[src/rtl/aes_host_ctrl_pkg.sv]
// Shared types and constants for the UART-to-AES host controller.
//   state_t           : controller FSM states
//   CMD_KEY / CMD_ENC : host command bytes ('K' key load, 'E' encrypt)
//   RSP_ERR           : error response byte
//   BLK_W / BYTE_W    : AES block width and UART byte width
package aes_host_ctrl_pkg;

  localparam int unsigned BLK_W  = 128;
  localparam int unsigned BYTE_W = 8;
  localparam int unsigned NBYTES = BLK_W / BYTE_W;

  localparam logic [BYTE_W-1:0] CMD_KEY = 8'h4B;
  localparam logic [BYTE_W-1:0] CMD_ENC = 8'h45;
  localparam logic [BYTE_W-1:0] RSP_ERR = 8'hEE;

  typedef enum logic [3:0] {
    IDLE,
    RX_KEY,
    RX_PT,
    KEY_REQ,
    KEY_WAIT,
    ENC_REQ,
    ENC_WAIT,
    TX_OUT,
    TX_ACK,
    TX_ERR
  } state_t;

endpackage

[src/rtl/aes_host_ctrl_if.sv]
// Bundle of UART byte streams and AES core signals around the host controller.
//   master : the controller (drives TX byte stream and AES core controls)
//   slave  : the environment (UART RX/TX side and the AES core)
interface aes_host_ctrl_if;
  import aes_host_ctrl_pkg::*;

  // UART side
  logic [BYTE_W-1:0] RX_DATA;
  logic              RX_VLD;
  logic [BYTE_W-1:0] TX_DATA;
  logic              TX_VLD;
  logic              TX_RDY;

  // AES core side
  logic [BLK_W-1:0]  KIN_AES;
  logic [BLK_W-1:0]  DIN_AES;
  logic              KDRDY_AES;
  logic              EN_AES;
  logic              RSTn_AES;
  logic [BLK_W-1:0]  DOUT_AES;
  logic              DVLD_AES;
  logic              KVLD_AES;
  logic              BUSY_AES;

  // Status
  logic              BSY;

  modport master (
    input  RX_DATA, RX_VLD, TX_RDY, DOUT_AES, DVLD_AES, KVLD_AES, BUSY_AES,
    output TX_DATA, TX_VLD, KIN_AES, DIN_AES, KDRDY_AES, EN_AES, RSTn_AES, BSY
  );

  modport slave (
    output RX_DATA, RX_VLD, TX_RDY, DOUT_AES, DVLD_AES, KVLD_AES, BUSY_AES,
    input  TX_DATA, TX_VLD, KIN_AES, DIN_AES, KDRDY_AES, EN_AES, RSTn_AES, BSY
  );

endinterface

[src/rtl/aes_byte_shifter.sv]
// 128-bit byte shifter: assembles received bytes and serializes the output block.
//   clk, rst   : clock, synchronous active-high reset
//   clr        : zero the register
//   load       : parallel load of load_data
//   shift_in   : {data[119:0], byte_in}
//   shift_out  : rotate left by one byte so data[127:120] is the next byte to send
//   data       : register contents
module aes_byte_shifter
  import aes_host_ctrl_pkg::*;
(
  input  logic              clk,
  input  logic              rst,
  input  logic              clr,
  input  logic              load,
  input  logic              shift_in,
  input  logic              shift_out,
  input  logic [BLK_W-1:0]  load_data,
  input  logic [BYTE_W-1:0] byte_in,
  output logic [BLK_W-1:0]  data
);

  // Rotating on shift-out leaves the block intact after all 16 bytes are sent.
  always_ff @(posedge clk) begin
    if (rst) begin
      data <= '0;
    end else if (clr) begin
      data <= '0;
    end else if (load) begin
      data <= load_data;
    end else if (shift_in) begin
      data <= {data[BLK_W-BYTE_W-1:0], byte_in};
    end else if (shift_out) begin
      data <= {data[BLK_W-BYTE_W-1:0], data[BLK_W-1 -: BYTE_W]};
    end
  end

endmodule

[src/rtl/aes_host_ctrl.sv]
// UART command front-end for an AES core: loads keys, runs single-block
// encryptions and streams the ciphertext or a status byte back.
//   CLK, RST    : clock, synchronous active-high reset
//   bus.master  : UART RX/TX byte streams, AES core key/data/control, BSY
//   TIMEOUT_CYC : max cycles to wait for KVLD_AES / DVLD_AES
module aes_host_ctrl
  import aes_host_ctrl_pkg::*;
#(
  parameter int unsigned TIMEOUT_CYC = 4096
) (
  input  logic           CLK,
  input  logic           RST,
  aes_host_ctrl_if.master bus
);

  localparam int unsigned TO_W = (TIMEOUT_CYC >= 2) ? $clog2(TIMEOUT_CYC) : 1;
  localparam logic [TO_W-1:0] TO_LAST = TO_W'(TIMEOUT_CYC - 1);

  state_t              state;
  logic [3:0]          byte_cnt;
  logic [TO_W-1:0]     to_cnt;
  logic                key_ok;
  logic [BLK_W-1:0]    key_q;
  logic [BLK_W-1:0]    pt_q;
  logic [BYTE_W-1:0]   tx_data_q;
  logic                tx_vld_q;
  logic                kdrdy_q;
  logic                en_q;
  logic                rstn_q;
  logic                bsy_q;

  logic [BLK_W-1:0]    sh_data;
  logic [BLK_W-1:0]    rx_next;
  logic                tx_fire;
  logic                last_byte;
  logic                cmd_hit;
  logic                sh_clr;
  logic                sh_load;
  logic                sh_shift_in;
  logic                sh_shift_out;

  // Shifter controls decoded from the current state and inputs
  assign tx_fire      = tx_vld_q & bus.TX_RDY;
  assign last_byte    = (byte_cnt == 4'(NBYTES - 1));
  assign rx_next      = {sh_data[BLK_W-BYTE_W-1:0], bus.RX_DATA};
  assign cmd_hit      = (bus.RX_DATA == CMD_KEY) || (bus.RX_DATA == CMD_ENC);
  assign sh_clr       = (state == IDLE) && bus.RX_VLD && cmd_hit;
  assign sh_shift_in  = bus.RX_VLD && ((state == RX_KEY) || (state == RX_PT));
  assign sh_load      = (state == ENC_WAIT) && bus.DVLD_AES;
  assign sh_shift_out = (state == TX_OUT) && tx_fire;

  aes_byte_shifter u_shifter (
    .clk       (CLK),
    .rst       (RST),
    .clr       (sh_clr),
    .load      (sh_load),
    .shift_in  (sh_shift_in),
    .shift_out (sh_shift_out),
    .load_data (bus.DOUT_AES),
    .byte_in   (bus.RX_DATA),
    .data      (sh_data)
  );

  // Core reset follows the block reset delayed by one cycle
  always_ff @(posedge CLK) begin
    rstn_q <= ~RST;
  end

  // Controller FSM with registered outputs
  always_ff @(posedge CLK) begin
    if (RST) begin
      state     <= IDLE;
      byte_cnt  <= '0;
      to_cnt    <= '0;
      key_ok    <= 1'b0;
      key_q     <= '0;
      pt_q      <= '0;
      tx_data_q <= '0;
      tx_vld_q  <= 1'b0;
      kdrdy_q   <= 1'b0;
      en_q      <= 1'b0;
      bsy_q     <= 1'b0;
    end else begin
      kdrdy_q <= 1'b0;
      en_q    <= 1'b0;
      case (state)
        IDLE: begin
          if (bus.RX_VLD && cmd_hit) begin
            state    <= (bus.RX_DATA == CMD_KEY) ? RX_KEY : RX_PT;
            byte_cnt <= '0;
            bsy_q    <= 1'b1;
          end
        end
        RX_KEY: begin
          if (bus.RX_VLD) begin
            byte_cnt <= byte_cnt + 4'd1;
            if (last_byte) begin
              key_q   <= rx_next;
              kdrdy_q <= 1'b1;
              state   <= KEY_REQ;
            end
          end
        end
        RX_PT: begin
          if (bus.RX_VLD) begin
            byte_cnt <= byte_cnt + 4'd1;
            if (last_byte) begin
              if (key_ok) begin
                pt_q  <= rx_next;
                state <= ENC_REQ;
              end else begin
                tx_data_q <= RSP_ERR;
                tx_vld_q  <= 1'b1;
                state     <= TX_ERR;
              end
            end
          end
        end
        KEY_REQ: begin
          key_ok <= 1'b0;
          to_cnt <= '0;
          state  <= KEY_WAIT;
        end
        KEY_WAIT: begin
          if (bus.KVLD_AES) begin
            key_ok    <= 1'b1;
            tx_data_q <= CMD_KEY;
            tx_vld_q  <= 1'b1;
            state     <= TX_ACK;
          end else if (to_cnt == TO_LAST) begin
            tx_data_q <= RSP_ERR;
            tx_vld_q  <= 1'b1;
            state     <= TX_ERR;
          end else begin
            to_cnt <= to_cnt + TO_W'(1);
          end
        end
        ENC_REQ: begin
          if (!bus.BUSY_AES) begin
            en_q   <= 1'b1;
            to_cnt <= '0;
            state  <= ENC_WAIT;
          end
        end
        ENC_WAIT: begin
          if (bus.DVLD_AES) begin
            tx_data_q <= bus.DOUT_AES[BLK_W-1 -: BYTE_W];
            tx_vld_q  <= 1'b1;
            byte_cnt  <= '0;
            state     <= TX_OUT;
          end else if (to_cnt == TO_LAST) begin
            tx_data_q <= RSP_ERR;
            tx_vld_q  <= 1'b1;
            state     <= TX_ERR;
          end else begin
            to_cnt <= to_cnt + TO_W'(1);
          end
        end
        TX_OUT: begin
          if (tx_fire) begin
            if (last_byte) begin
              tx_vld_q <= 1'b0;
              bsy_q    <= 1'b0;
              state    <= IDLE;
            end else begin
              // Byte below the top becomes the top after this rotate
              tx_data_q <= sh_data[BLK_W-BYTE_W-1 -: BYTE_W];
              byte_cnt  <= byte_cnt + 4'd1;
            end
          end
        end
        TX_ACK, TX_ERR: begin
          if (tx_fire) begin
            tx_vld_q <= 1'b0;
            bsy_q    <= 1'b0;
            state    <= IDLE;
          end
        end
        default: begin
          tx_vld_q <= 1'b0;
          bsy_q    <= 1'b0;
          state    <= IDLE;
        end
      endcase
    end
  end

  assign bus.TX_DATA   = tx_data_q;
  assign bus.TX_VLD    = tx_vld_q;
  assign bus.KIN_AES   = key_q;
  assign bus.DIN_AES   = pt_q;
  assign bus.KDRDY_AES = kdrdy_q;
  assign bus.EN_AES    = en_q;
  assign bus.RSTn_AES  = rstn_q;
  assign bus.BSY       = bsy_q;

endmodule

[src/flat_wrapper.sv]
// flat-port wrapper written by rule: the top's interface ports become plain ports
module aes_host_ctrl_flat import aes_host_ctrl_pkg::*;
#(
  parameter int unsigned TIMEOUT_CYC = 4096
)
  (CLK, RST, bus_RX_DATA, bus_RX_VLD, bus_TX_RDY, bus_DOUT_AES, bus_DVLD_AES, bus_KVLD_AES, bus_BUSY_AES, bus_TX_DATA, bus_TX_VLD, bus_KIN_AES, bus_DIN_AES, bus_KDRDY_AES, bus_EN_AES, bus_RSTn_AES, bus_BSY);
  aes_host_ctrl_if bus_i ();
  input  logic CLK;
  input  logic RST;
  input wire logic [$bits(bus_i.RX_DATA)-1:0] bus_RX_DATA;
  input wire logic [$bits(bus_i.RX_VLD)-1:0] bus_RX_VLD;
  input wire logic [$bits(bus_i.TX_RDY)-1:0] bus_TX_RDY;
  input wire logic [$bits(bus_i.DOUT_AES)-1:0] bus_DOUT_AES;
  input wire logic [$bits(bus_i.DVLD_AES)-1:0] bus_DVLD_AES;
  input wire logic [$bits(bus_i.KVLD_AES)-1:0] bus_KVLD_AES;
  input wire logic [$bits(bus_i.BUSY_AES)-1:0] bus_BUSY_AES;
  output wire logic [$bits(bus_i.TX_DATA)-1:0] bus_TX_DATA;
  output wire logic [$bits(bus_i.TX_VLD)-1:0] bus_TX_VLD;
  output wire logic [$bits(bus_i.KIN_AES)-1:0] bus_KIN_AES;
  output wire logic [$bits(bus_i.DIN_AES)-1:0] bus_DIN_AES;
  output wire logic [$bits(bus_i.KDRDY_AES)-1:0] bus_KDRDY_AES;
  output wire logic [$bits(bus_i.EN_AES)-1:0] bus_EN_AES;
  output wire logic [$bits(bus_i.RSTn_AES)-1:0] bus_RSTn_AES;
  output wire logic [$bits(bus_i.BSY)-1:0] bus_BSY;
  assign bus_i.RX_DATA = bus_RX_DATA;
  assign bus_i.RX_VLD = bus_RX_VLD;
  assign bus_i.TX_RDY = bus_TX_RDY;
  assign bus_i.DOUT_AES = bus_DOUT_AES;
  assign bus_i.DVLD_AES = bus_DVLD_AES;
  assign bus_i.KVLD_AES = bus_KVLD_AES;
  assign bus_i.BUSY_AES = bus_BUSY_AES;
  assign bus_TX_DATA = bus_i.TX_DATA;
  assign bus_TX_VLD = bus_i.TX_VLD;
  assign bus_KIN_AES = bus_i.KIN_AES;
  assign bus_DIN_AES = bus_i.DIN_AES;
  assign bus_KDRDY_AES = bus_i.KDRDY_AES;
  assign bus_EN_AES = bus_i.EN_AES;
  assign bus_RSTn_AES = bus_i.RSTn_AES;
  assign bus_BSY = bus_i.BSY;
  aes_host_ctrl #(.TIMEOUT_CYC(TIMEOUT_CYC)) u_core (.CLK(CLK), .RST(RST), .bus(bus_i));
endmodule
[config.mk]
export PLATFORM = sky130hd
export DESIGN_NAME = aes_host_ctrl_flat
export DESIGN_NICKNAME = d
export VERILOG_FILES = /design/src/rtl/aes_host_ctrl_pkg.sv /design/src/rtl/aes_host_ctrl_if.sv /design/src/rtl/aes_byte_shifter.sv /design/src/rtl/aes_host_ctrl.sv /design/src/flat_wrapper.sv
export SDC_FILE = /design/constraint.sdc
export NUM_CORES = 1
export LEC_CHECK = 0
export BUFFER_PORTS_ARGS = -buffer_cell sky130_fd_sc_hd__buf_4
export CORE_MARGIN = 1.5
export CORE_UTILIZATION = 33
export CTS_CLUSTER_DIAMETER = 60
export DETAILED_ROUTE_END_ITERATION = 8
export GPL_TIMING_DRIVEN = 0
export PLACE_DENSITY = 0.53
export SLEW_MARGIN = 10
export SYNTH_ARGS = -nofsm -noshare
export SYNTH_HDL_FRONTEND = slang
export SYNTH_HIERARCHICAL = 1
export SYNTH_SLANG_ARGS = --single-unit
[constraint.sdc]
create_clock -name CLK -period 3.09 [get_ports CLK]
set_clock_uncertainty 0.15 [all_clocks]
set_input_delay 0.4635 -clock CLK [delete_from_list [all_inputs] [get_ports CLK]]
set_output_delay 0.4635 -clock CLK [all_outputs]
set_load 0.02 [all_outputs]
==> results of run 1 <==
==> logic make-up (layout without fill, tap and decap cells) <==
| logic type | Yosys count | count (layout) | share of synthesized area (%) |
|---|---|---|---|
| AOI/OAI and AO/OA | 499 | 499 | 21.0 |
| xor gates and xnor gates | 3 | 3 | 0.151 |
| adders and majority gates | 2 | 2 | 0.144 |
| buffers and inverters | 177 | 673 | 5.76 |
| DFF | 418 | 418 | 48.2 |
| muxes | 123 | 123 | 7.11 |
| and+or+nand+nor | 752 | 752 | 17.7 |
==> registers in the layout, indices dropped and copies added (netlist names), 4 cells and up <==
name / cells
u_core/bus.DIN_AES: 128
u_core/bus.KIN_AES: 128
u_core/u_shifter/data: 128
u_core/to_cnt: 12
u_core/bus.TX_DATA: 8
u_core/byte_cnt: 4
u_core/state: 4
==> power by group through the flow <==
| stage | registers, mW | clock network [mW] | logic [mW] |
|---|---|---|---|
| 2_1_floorplan | 5.79 | 0 | 0.803 |
| 3_3_place_gp | 5.92 | 0 | 1.16 |
| 3_5_place_dp | 5.92 | 0 | 1.19 |
| 4_1_cts | 5.81 | 5.77 | 1.20 |
| 5_1_grt | 5.82 | 6.03 | 1.30 |
| 6_report | 5.81 | 5.65 | 1.20 |
==> layer usage <==
layer  up-vias  track usage (%)  share of wire [%]
li1       7693                -                  -
met1      7663             29.3                 42
met2       528             37.9                 47
met3        88             6.12                8.2
met4         4             6.37                2.4
met5         -                0              0.033
==> through the flow <==
| step | cells | util [%] |
|---|---|---|
| detailed placement | 3065 | 41.3 |
| CTS | 3150 | 44.4 |
| floorplan | 1974 | - |
| global route | 3150 | 44.4 |
| global placement | 3065 | 41.3 |
| finish | 3150 | 44.4 |
==> worst min path at each step <==
stage,startpoint,to,slack (ps),cells after the start
after floorplan,u_core/u_shifter/data[0],u_core/bus.DIN_AES[8],310,2
after global placement,u_core/bus.DIN_AES[5],u_core/bus.DIN_AES[5],290,2
after detailed placement,u_core/bus.DIN_AES[43],u_core/bus.DIN_AES[43],300,2
after CTS,bus_RX_DATA[3],u_core/bus.KIN_AES[3],3,3
after global routing,bus_RX_DATA[2],u_core/bus.KIN_AES[2],20,3
final,bus_RX_DATA[3],u_core/bus.KIN_AES[3],30,3
==> critical path, delay by kind of cell <==
family / cells / cell delay (ps)
AOI/OAI and AO/OA: 2 / 310
buffers and inverters: 4 / 1740
and+or+nand+nor: 3 / 820
==> repair_timing <==
item / in CTS / in global routing
gates resized for setup: 1 / 18
hold endpoints to repair: 11 / 0
setup endpoints to repair: 100 / 134
hold buffers: 6 / 0
==> cells in the mapped netlist, types with 3 or more instances <==
| library cell | number |
|---|---|
| a211oi_2 | 120 |
| o221ai_1 | 4 |
| dfxtp_1 | 418 |
| nand2b_1 | 5 |
| a221oi_1 | 4 |
| o2bb2ai_1 | 3 |
| nor2b_1 | 9 |
| o41ai_1 | 4 |
| buf_4 | 14 |
| nor3_1 | 8 |
| nand4_1 | 6 |
| mux2i_1 | 120 |
| inv_1 | 15 |
| nand2_1 | 523 |
| or4_1 | 4 |
| buf_6 | 29 |
| and3_1 | 7 |
| nor4bb_1 | 3 |
| a21oi_1 | 279 |
| a211oi_1 | 8 |
| nor3b_1 | 3 |
| clkbuf_1 | 65 |
| and2_1 | 3 |
| a22oi_1 | 4 |
| o31ai_1 | 9 |
| a41oi_1 | 6 |
| or3_1 | 9 |
| o32ai_1 | 3 |
| nor2_1 | 138 |
| nand3_1 | 20 |
| o21ai_0 | 25 |
| a22o_1 | 3 |
| o21a_1 | 4 |
| buf_2 | 53 |
==> cell type report <==
cell class / instances / area (µm²)
repair buffers: 417 / 3150
clock inverters: 10 / 156
fillers: 5114 / 28700
multi-input cells: 1379 / 8000
clock buffers: 69 / 1370
inverters: 16 / 60.1
plain buffers: 161 / 957
well taps: 680 / 851
flip-flops and latches: 418 / 8370
==> reports/metrics.csv, run 1 <==
metric,value,unit
Initial Util,33.6,%
#FFs+latches synth,418,
Post-Syn Instances,1974,
Slew headroom,16.7,%
Max-Cap Viols,0,
Int Pwr,9.44,mW
reg2reg start,u_core/byte_cnt[0],
Via-to-Cell Ratio,5.07,
unique cell type count in the Yosys netlist,68,
clk buf depth,3,
cell taking the most area after synthesis,dfxtp_1,
sequential share of power,45.9,%
starting DRC count in detailed routing,1071,
Clock Latency Late Sink,580,ps
I/O Pins,412,
vias in the first global route,15600,
Final Instance Area,22900,µm²
Worst Path Required,3360,ps
Mapped Area,17400,µm²
gp weighted congestion,0.866,
drt pass-1 iters,5,
peak supply drop,383,µV
RSZ-0062 raised after global routing,yes,
CORE AREA,51600,µm²
Post-Route WL,64000,µm
CTS Buf Count,48,
Worst path slowest cell,buf_1,
Clock transition at path regs,60,ps
Tmin final,3080,ps
post-place setup slack,-444,ps
syn avg cell area,8.80,µm²
"most common cell after layout, fill and taps aside",nand2_1,
Comb power frac,9.5,%
worst reg-to-reg setup slack,90,ps
Post CTS Setup Buffer Count,0,
ys flop type,dfxtp_1,
dpl hpwl,48300,µm
CTS tree,yes,
height of the die,232,µm
Area Overhead vs Synth,31.9,%
die area,54000,µm²
initial antenna violation count,2,
Final Power,12.7,mW
worst hold slack,34.2,ps
# port buffers,411,
register area share after synthesis,48.2,%
Total GRT Usage,22.9,%
Slew Limit Fails,0,
total negative slack,0,ps
placed inst area,21300,µm²
ys async rst share,0,%
CTS root buffer,clkbuf_16,
row count,83,
Die X,232,µm
hold crit path type,input port to flop,
clk sinks,418,
layout cells sized above 1,28.8,%
Avg WL per Cell,20.3,µm
GR Overflow Total,0,
status,"finished, final reports clean",
drt drc,0,
switching share of power,25.4,%
ANT cells,0,
Max Clk Rate,325,MHz
pin slew with the least headroom to its limit,1250,ps
Switch Pwr,3.22,mW
Worst Reg-to-Reg Cells,7,
Syn Nets,2119,
Lkg Pwr,8.16,nW
post-synth top area share,48.2,%
first-pass GRT wire length,94600,µm
CP endpoint kind,flop,
crit path launch,bus_RX_DATA[5],
via count,16000,
CTS H-Tree Depth,2,
crit path kind,input port to flop,
reg2reg end,u_core/bus.KIN_AES[28],
worst setup margin,11.7,ps
Critical Path Sink,u_core/u_shifter/data[71],
"commonest non-fill, non-tap cells in the layout","nand2_1, buf_4, dfxtp_1",
Clock power frac,44.7,%
Power per Cell Area,552,nW/µm²
Setup-failing EPs final,0,
Post-DRT Antenna Nets,0,
arrival time worst endpoint,3350,ps
largest net degree at the start of global routing,13,
final hold vios,0,
Yosys warnings,6,
CP max FO,10,
number of synthesized flops with an enable pin,0,
main area contributors after synthesis,"dfxtp_1, nand2_1, a211oi_2, a21oi_1, mux2i_1",
CP max stage delay,590,ps
nets@finish,2586,
Worst setup SP type,input port,
period utilization,99.6,%
cell chain of the critical path,dlygate4sd3_1 -> buf_4 -> and4bb_2 -> o2111a_1 -> and3_1 -> or2_1 -> clkbuf_2 -> buf_1 -> a211oi_2,
Power figures use the tool's default switching activity.
==> run 2, diff against run 1 <==
--- a/config.mk
+++ b/config.mk
@@ -12,6 +12,7 @@
 export DETAILED_ROUTE_END_ITERATION = 8
 export GPL_TIMING_DRIVEN = 0
 export PLACE_DENSITY = 0.53
+export REMOVE_ABC_BUFFERS = 1
 export SLEW_MARGIN = 10
 export SYNTH_ARGS = -nofsm -noshare
 export SYNTH_HDL_FRONTEND = slang
==> reports/metrics.csv, run 2 (synthesis gave the netlist of run 1 again) <==
metric,value,unit
Slew headroom,41.5,%
row count,83,
gp weighted congestion,0.822,
vias in the first global route,14700,
starting DRC count in detailed routing,861,
Setup-failing EPs final,0,
reg2reg start,u_core/state[3],
met3 usage,3.85,%
CTS Buf Count,48,
via count,15400,
largest net degree at the start of global routing,133,
Worst path slowest cell,dfxtp_2,
Clock Latency Late Sink,580,ps
"commonest non-fill, non-tap cells in the layout","nand2_1, buf_4, dfxtp_1",
GR Overflow Total,0,
Area Overhead vs Synth,32.1,%
height of the die,232,µm
initial antenna violation count,1,
Sequential Area,8380,µm²
worst reg-to-reg setup slack,150,ps
die area,54000,µm²
cell chain of the critical path,nor4bb_4 -> and2_4 -> buf_16 -> or3_4 -> buf_16 -> buf_16 -> nor2_1 -> a211oi_2,
crit path launch,u_core/state[3],
clk sinks,418,
Via-to-Cell Ratio,5.04,
Avg WL per Cell,18.9,µm
Final Instance Area,22900,µm²
dpl hpwl,39400,µm
placed inst area,21100,µm²
Slew Limit Fails,0,
post-place setup slack,-919,ps
clk buf depth,3,
Tmin final,2940,ps
FILL cells,5100,
arrival time worst endpoint,3290,ps
area of the multi-input gates,8100,µm²
Post-DRT Antenna Nets,0,
period utilization,95.1,%
nets@finish,2485,
crit path kind,flop to flop,
RSZ-0062 raised after global routing,no,
CTS tree,yes,
first-pass GRT wire length,87100,µm
CTS root buffer,clkbuf_16,
Die X,232,µm
hold crit path type,input port to flop,
Worst Path Required,3440,ps
Power per Cell Area,554,nW/µm²
Initial Util,33.6,%
Lkg Pwr,8.08,nW
Worst setup SP type,flop,
I/O Pins,412,
drt drc,0,
peak supply drop,414,µV
Clock transition at path regs,60,ps
worst setup margin,152,ps
Final Util,44.5,%
CP max stage delay,480,ps
CORE AREA,51600,µm²
"most used cell, CP",buf_16,
Post-Route WL,57900,µm
Total GRT Usage,20.6,%
CP endpoint kind,flop,
"most common cell after layout, fill and taps aside",nand2_1,
Top Usage Layer GRT,met2,
# port buffers,411,
drt pass-1 iters,5,
status,"finished, final reports clean",
GR Layer Usage met1,27.7,%
CTS H-Tree Depth,2,
final hold vios,0,
Max Clk Rate,340,MHz
hold path start,bus_DOUT_AES[121],
layout cells sized above 1,29.2,%
CP max FO,58,
met2 usage,33.1,%
pin slew with the least headroom to its limit,878,ps
Max-Cap Viols,0,
run 2: cell count changes in the layout (fill, tap and decap cells not counted), sizes merged, moves of 2 or more:
cell	before	now
clkinvlp	1	4
clkinv	6	8
dlygate4sd3	6	9
buf	510	465
or3	10	12
inv	15	18
clkbuf	130	70
run 2: path summary, 6_finish.rpt:
kind | endpoint | cells after the start
setup / recovery | u_core/u_shifter/data[56] | 8
hold / removal | u_core/bus.TX_DATA[1] | 3
setup reg to reg | u_core/u_shifter/data[56] | 8
hold reg to reg | u_core/bus.DIN_AES[120] | 2
run 2: layout make-up:
cell class,instances,area share (%)
Sequential cell,418,36.5
Timing Repair Buffer,474,17.1
Antenna cell,1,0.0109
Inverter,16,0.262
Multi-Input combinational cell,1382,35.3
Clock buffer,70,6.25
Tap cell,680,3.71
Clock inverter,17,0.807
run 2: stage by stage:
stage	cells	hold WS, ps	TNS (ps)	power [mW]
final	3058	41.8	0	12.7
after global routing	3058	60.6	0	13.2
after CTS	3054	16.3	0	12.9
after floorplan	1813	301	-2632500	6.57
after detailed placement	2954	297	-93930	6.97
after global placement	2904	292	-5600380	7.03
run 2: worst max-delay path, delay by kind of cell, from the launching register on:
kind / cells / cell delay (ps)
flops: 1 / 480
buf+inv: 3 / 810
compound gates: 1 / 190
simple gates: 4 / 1110
run 2: power by group:
group          switching (mW)  internal (mW)  total [mW]  leakage, nW
clock network            2.36           3.47        5.83        0.791
registers               0.202           5.56        5.76         3.37
logic                   0.643          0.486        1.13         3.92
run 2: routing by layer:
layer,part of all wire [%],vias to the layer above
met4,2.5,0
met1,45,7387
li1,-,7505
met5,0,-
met3,6.4,84
met2,46,433
run 2: what timing repair did:
action	4_1_cts	5_1_grt
hold endpoints to repair	16	0
gates cloned	3	0
setup buffers	3	4
resized for setup	10	6
pin swaps	4	2
hold buffers	9	0
setup endpoints to repair	214	71
